**src/rtl/lcd_pkg.sv**
```systemverilog
// Shared definitions for the LCD command path: command codes and the
// sequencer state encoding.
package lcd_pkg;

   localparam logic [3:0] CMD_WRITE = 4'd0;
   localparam logic [3:0] CMD_UP    = 4'd1;
   localparam logic [3:0] CMD_DOWN  = 4'd2;
   localparam logic [3:0] CMD_LEFT  = 4'd3;
   localparam logic [3:0] CMD_RIGHT = 4'd4;
   localparam logic [3:0] CMD_MAX   = 4'd5;
   localparam logic [3:0] CMD_MIN   = 4'd6;
   localparam logic [3:0] CMD_AVG   = 4'd7;
   localparam logic [3:0] CMD_CCW   = 4'd8;
   localparam logic [3:0] CMD_CW    = 4'd9;
   localparam logic [3:0] CMD_MIRX  = 4'd10;
   localparam logic [3:0] CMD_MIRY  = 4'd11;
   localparam logic [3:0] CMD_NOP   = 4'd15;

   typedef enum logic [2:0] {
      ST_IDLE,
      ST_ISSUE,
      ST_WAIT_BUSY,
      ST_WAIT_IDLE,
      ST_WAIT_DONE,
      ST_FINISH
   } seq_state_e;

endpackage

```
**src/rtl/lcd_cmd_fifo.sv**
```systemverilog
// Synchronous FIFO with explicit occupancy count and full/empty flags.
// Head is read combinationally; DEPTH must be a power of two.
module lcd_cmd_fifo #(
   parameter int DEPTH = 8,
   parameter int WIDTH = 4
) (
   input  logic                   clk,
   input  logic                   reset,
   input  logic                   push_i,
   input  logic [WIDTH-1:0]       data_i,
   input  logic                   pop_i,
   output logic [WIDTH-1:0]       head_o,
   output logic [$clog2(DEPTH):0] count_o,
   output logic                   full_o,
   output logic                   empty_o
);

   localparam int AW = $clog2(DEPTH);
   localparam int CW = AW + 1;
   localparam logic [CW-1:0] FULL_CNT = CW'(DEPTH);

   logic [WIDTH-1:0] mem_q [DEPTH];
   logic [AW-1:0]    wr_ptr_q;
   logic [AW-1:0]    rd_ptr_q;
   logic [CW-1:0]    count_q;

   // NOTE: the storage array has no reset; pointers and count define which
   // entries are valid, so stale data is never observed.
   always_ff @(posedge clk) begin
      if (push_i) mem_q[wr_ptr_q] <= data_i;
   end

   // NOTE: sequential state uses non-blocking assignments so every register
   // samples pre-edge values regardless of statement order.
   always_ff @(posedge clk or posedge reset) begin
      if (reset) begin
         wr_ptr_q <= '0;
         rd_ptr_q <= '0;
         count_q  <= '0;
      end else begin
         if (push_i) wr_ptr_q <= wr_ptr_q + 1'b1;
         if (pop_i)  rd_ptr_q <= rd_ptr_q + 1'b1;
         case ({push_i, pop_i})
            2'b10:   count_q <= count_q + 1'b1;
            2'b01:   count_q <= count_q - 1'b1;
            default: count_q <= count_q;
         endcase
      end
   end

   assign head_o  = mem_q[rd_ptr_q];
   assign count_o = count_q;
   assign full_o  = (count_q == FULL_CNT);
   assign empty_o = (count_q == '0);

endmodule

```
**src/rtl/lcd_cmd_seq.sv**
```systemverilog
// Host-to-LCD-controller command sequencer: buffers host commands and issues
// them one at a time under the controller's busy handshake until a write.
module lcd_cmd_seq
   import lcd_pkg::*;
#(
   parameter int               FIFO_DEPTH = 8,
   parameter int               CMD_W      = 4,
   parameter logic [CMD_W-1:0] NOP_CMD    = CMD_NOP,
   parameter logic [CMD_W-1:0] WRITE_CMD  = CMD_WRITE,
   parameter int               BUSY_TO    = 4
) (
   input  logic                        clk,
   input  logic                        reset,
   input  logic [CMD_W-1:0]            in_cmd,
   input  logic                        in_valid,
   output logic                        in_ready,
   output logic [CMD_W-1:0]            cmd,
   output logic                        cmd_valid,
   input  logic                        busy,
   input  logic                        lcd_done,
   output logic [$clog2(FIFO_DEPTH):0] fifo_count,
   output logic [7:0]                  issued_cnt,
   output logic                        seq_done,
   output logic                        err
);

   localparam int BCW = $clog2(BUSY_TO + 1);
   localparam logic [BCW-1:0] BUSY_LAST = BCW'(BUSY_TO - 1);

   seq_state_e       state_q;
   logic [CMD_W-1:0] cmd_q;
   logic             cmd_valid_q;
   logic [7:0]       issued_cnt_q;
   logic             seq_done_q;
   logic             err_q;
   logic             write_seen_q;
   logic [BCW-1:0]   busy_cnt_q;

   logic             push;
   logic             pop;
   logic             full;
   logic             empty;
   logic [CMD_W-1:0] head;

   assign in_ready = !full && !write_seen_q;
   assign push     = in_valid && in_ready;
   assign pop      = (state_q == ST_IDLE) && !empty && !busy;

   lcd_cmd_fifo #(
      .DEPTH (FIFO_DEPTH),
      .WIDTH (CMD_W)
   ) u_fifo (
      .clk     (clk),
      .reset   (reset),
      .push_i  (push),
      .data_i  (in_cmd),
      .pop_i   (pop),
      .head_o  (head),
      .count_o (fifo_count),
      .full_o  (full),
      .empty_o (empty)
   );

   always_ff @(posedge clk or posedge reset) begin
      if (reset) begin
         state_q      <= ST_IDLE;
         cmd_q        <= NOP_CMD;
         cmd_valid_q  <= 1'b0;
         issued_cnt_q <= 8'd0;
         seq_done_q   <= 1'b0;
         err_q        <= 1'b0;
         write_seen_q <= 1'b0;
         busy_cnt_q   <= '0;
      end else begin
         if (push && (in_cmd == WRITE_CMD)) write_seen_q <= 1'b1;

         // The strobe and its command last exactly one cycle by default.
         cmd_q       <= NOP_CMD;
         cmd_valid_q <= 1'b0;

         case (state_q)
            ST_IDLE: begin
               if (pop) begin
                  cmd_q       <= head;
                  cmd_valid_q <= 1'b1;
                  state_q     <= ST_ISSUE;
               end
            end
            ST_ISSUE: begin
               if (issued_cnt_q != 8'hFF) issued_cnt_q <= issued_cnt_q + 8'd1;
               busy_cnt_q <= '0;
               state_q    <= (cmd_q == WRITE_CMD) ? ST_WAIT_DONE : ST_WAIT_BUSY;
            end
            ST_WAIT_BUSY: begin
               if (busy) begin
                  state_q <= ST_WAIT_IDLE;
               end else if (busy_cnt_q == BUSY_LAST) begin
                  err_q   <= 1'b1;
                  state_q <= ST_IDLE;
               end else begin
                  busy_cnt_q <= busy_cnt_q + 1'b1;
               end
            end
            ST_WAIT_IDLE: begin
               if (!busy) state_q <= ST_IDLE;
            end
            ST_WAIT_DONE: begin
               if (lcd_done) begin
                  seq_done_q <= 1'b1;
                  state_q    <= ST_FINISH;
               end
            end
            ST_FINISH: state_q <= ST_FINISH;
            default:   state_q <= ST_IDLE;
         endcase
      end
   end

   assign cmd        = cmd_q;
   assign cmd_valid  = cmd_valid_q;
   assign issued_cnt = issued_cnt_q;
   assign seq_done   = seq_done_q;
   assign err        = err_q;

endmodule

```
**config.mk**
```make
export PLATFORM = sky130hd
export DESIGN_NAME = lcd_cmd_seq
export DESIGN_NICKNAME = d
export VERILOG_FILES = /design/src/rtl/lcd_pkg.sv /design/src/rtl/lcd_cmd_fifo.sv /design/src/rtl/lcd_cmd_seq.sv
export SDC_FILE = /design/constraint.sdc
export NUM_CORES = 1
export LEC_CHECK = 0
export BUFFER_PORTS_ARGS = -buffer_cell sky130_fd_sc_hd__buf_2
export CORE_MARGIN = 2
export CORE_UTILIZATION = 56
export DETAILED_ROUTE_END_ITERATION = 10
export GPL_ROUTABILITY_DRIVEN = 0
export PLACE_DENSITY = 0.76
export SYNTH_ARGS = -nofsm -noshare
export SYNTH_HDL_FRONTEND = slang
export SYNTH_SLANG_ARGS = --single-unit
```
**constraint.sdc**
```tcl
create_clock -name clk -period 4.2 [get_ports clk]
set_input_delay 0.84 -clock clk [delete_from_list [all_inputs] [get_ports clk]]
set_output_delay 0.84 -clock clk [all_outputs]
set_load 0.1 [all_outputs]
```
==> results.toml <==
[layout]
fin_nets = 244
syn2layout_area_growth_pct = 13.8
stdcell_area_um2 = 3200
layout-drive-gt1-share = 0.284
insertedDiodeCount = 0
nFillCells = 376

[clock_network]
clock_path_buffers = 2
clkSinkCount = 64
cts-htree-levels = 3
clk_pin_slew_worst_paths_ns = 0.07
cts_hold_buf = 0
cts_tree = "done"
clk_latency_ns = 0.34
root_buffer = "clkbuf_8"
cts-resized-gates = 0
cts_buffers = 9
cts_setup_buffers = 0

[logic_synthesis]
ys_seq_area_frac = 0.628
synth_seq_cells = 64
async_reset_ff_frac = 0.500
synth_top_area_frac = 0.341
synth_nets = 210
synthTopCellsByCount = "32 x edfxtp_1, 28 x dfrtp_1, 10 x nand2_1"
synth.cell_area_um2 = 2810
netlist_top_cells_area = "edfxtp_1 34%, dfrtp_1 25%, mux4_2 6.4%"
yosys.area.top_type = "edfxtp_1"
netlist-cell-type-count = 42
synth-edff-count = 32
ys_warn_count = 0
synth_cells = 193
syn_avg_cell_area_um2 = 14.6
yosysMostFrequentCell = "edfxtp_1"
synth_flop_cell = "edfxtp_1"

[placed_design]
portBuffers = 28
hpwlAfterDp_um = 3200
placed_area_um2 = 3010

[setup_path]
critPathCaptureType = "flip-flop"
crit_chain = "buf_2 > or3_4 > nor3_4 > ha_1 > xor2_1 > ha_1 > a21oi_1 > xor2_1 > nor2_1 > xor2_1"
cpMostUsedCell = "xor2_1"
crit_path_max_incr_delay_ns = 0.35
crit_start = "busy"
critical_path_buf_inv_count = 1
ff2ff_setup_slack_ns = 1.68
crit_family = "simple AND/OR/NAND/NOR gates"
cp-start-kind = "input pin"
reg2reg_depth = 9
crit_path_end = "u_fifo.count_o[2]$_DFFE_PP0P_"
critPathRequiredTime_ns = 4.42
path_class = "in -> reg"
crit_fanout = 9
crit_cells = 10
r2r-start = "state_q[2]$_DFFE_PP0P_"
cpMaxStageDelayCell = "or3_4"
critPathArrivalTime_ns = 2.79
reg2reg_to = "u_fifo.count_o[2]$_DFFE_PP0P_"

[sta]
layout_min_cycle_time_ns = 2.58
setup_viol = 0
setup-tns-final_ns = 0
slew_violations = 0
hold_viol_final = 0
fmax_mhz = 388
fin_crit_sh = 0.613
max_slew.worst_pin.slew_ns = 0.882
hold_slack_ns = 0.460
fin_worst_skew_ns = 0.00479
rsz0062_at_grt = "no"
relSlewSlack = 0.406

[die]
die_w_um = 74.9
row_count = 25
coreArea_um2 = 4790
die_area_um2 = 5610
start_util = 0.588
pin_count = 29
die_h_um = 74.9

[detailed_routing]
routed_wirelength_um = 4730
routed-via-count = 1669
wl_per_cell_um = 15.8
drc = 0
dr.pass1.iters = 4
vias_per_cell = 5.58
drt_iter0_drc = 103
drtAntennaViolNets = 0

[global_route]
grt.overflow.total = 0
antenna_found_initial = 0
grt_pass1_vias = 1583
gr-usage-all-layers = 0.193
grt_max_degree = 24
grt_first_pass_wirelength_um = 7600

[flow_run]
cap_violations = 0

[run_status]
status = "finished, final reports clean"

[worst_hold_path]
hold_class = "reg -> reg"
cell type report:
cell class	instances	area, µm²	area share
multi-input combinational	118	988	0.309
clock buffer	9	124	0.0387
inverter	5	18.8	0.00586
timing repair buffer	29	148	0.0461
tap	67	83.8	0.0262
clock inverter	7	72.6	0.0227
sequential	64	1770	0.552
registers in the layout, summed over array words and instances, names as in the netlist:
name,flops
busy_cnt_q,3
cmd,4
cmd_valid,1
err,1
issued_cnt,8
seq_done,1
state_q,3
u_fifo.count_o,4
u_fifo.mem_q,32
u_fifo.rd_ptr_q,3
u_fifo.wr_ptr_q,3
write_seen_q,1
worst register-to-register path: cells and delay by family (launching register included):
kind,cells,cell delay [ns]
AND/OR/NAND/NOR,3,0.83
adder cells (fa/ha/maj),2,0.54
flip-flops,1,0.49
XOR/XNOR,3,0.40
AO/OA/AOI/OAI,1,0.15
stage by stage:
| stage | utilization | std cells | setup WS (ns) |
|---|---|---|---|
| floorplan | - | 193 | 0.380 |
| global placement | 0.628 | 283 | 1.33 |
| detailed placement | 0.628 | 283 | 1.26 |
| CTS | 0.669 | 299 | 1.62 |
| global route | 0.669 | 299 | 1.50 |
| finish | 0.669 | 299 | 1.62 |
layer usage:
layer  part of all wire  global-route usage  up-vias
met5                  0                   0        -
met1               0.46               0.254      821
met4              0.019              0.0675        0
li1                   -                   -      795
met3              0.048              0.0763       10
met2               0.47               0.293       43
cell families (layout without fill, tap and decap cells):
| group | count (synthesis) | in the layout | share of synthesized area |
|---|---|---|---|
| AND/OR/NAND/NOR | 57 | 57 | 0.124 |
| flip-flops | 64 | 64 | 0.628 |
| XOR/XNOR | 12 | 12 | 0.0373 |
| adder cells (fa/ha/maj) | 8 | 8 | 0.0356 |
| buffers and inverters | 11 | 50 | 0.0209 |
| AO/OA/AOI/OAI | 23 | 23 | 0.0507 |
| multiplexers | 18 | 18 | 0.104 |
worst min path at each step:
stage	start	endpoint	slack [ns]	depth (start not counted)
CTS	seq_done$_DFFE_PP0P_	seq_done$_DFFE_PP0P_	0.47	1
global placement	seq_done$_DFFE_PP0P_	seq_done$_DFFE_PP0P_	0.45	1
detailed placement	seq_done$_DFFE_PP0P_	seq_done$_DFFE_PP0P_	0.45	1
finish	seq_done$_DFFE_PP0P_	seq_done$_DFFE_PP0P_	0.46	1
floorplan	busy_cnt_q[0]$_DFFE_PP0P_	busy_cnt_q[0]$_DFFE_PP0P_	0.45	1
global route	seq_done$_DFFE_PP0P_	seq_done$_DFFE_PP0P_	0.51	1
layout by cell type (no fill, tap or decap), types with 6 or more instances in the layout:
master / count
ha_1: 8
nand2_1: 10
nand2b_1: 6
mux4_2: 8
buf_2: 28
xnor2_1: 6
nor3_1: 8
xor2_1: 6
a21oi_1: 8
dfrtp_1: 28
edfxtp_1: 32
nor2_1: 9
clkbuf_8: 9
Power is left out: the tool's default activity adds up to more than one toggle a clock period on the data nets, which glitch-free logic cannot reach.
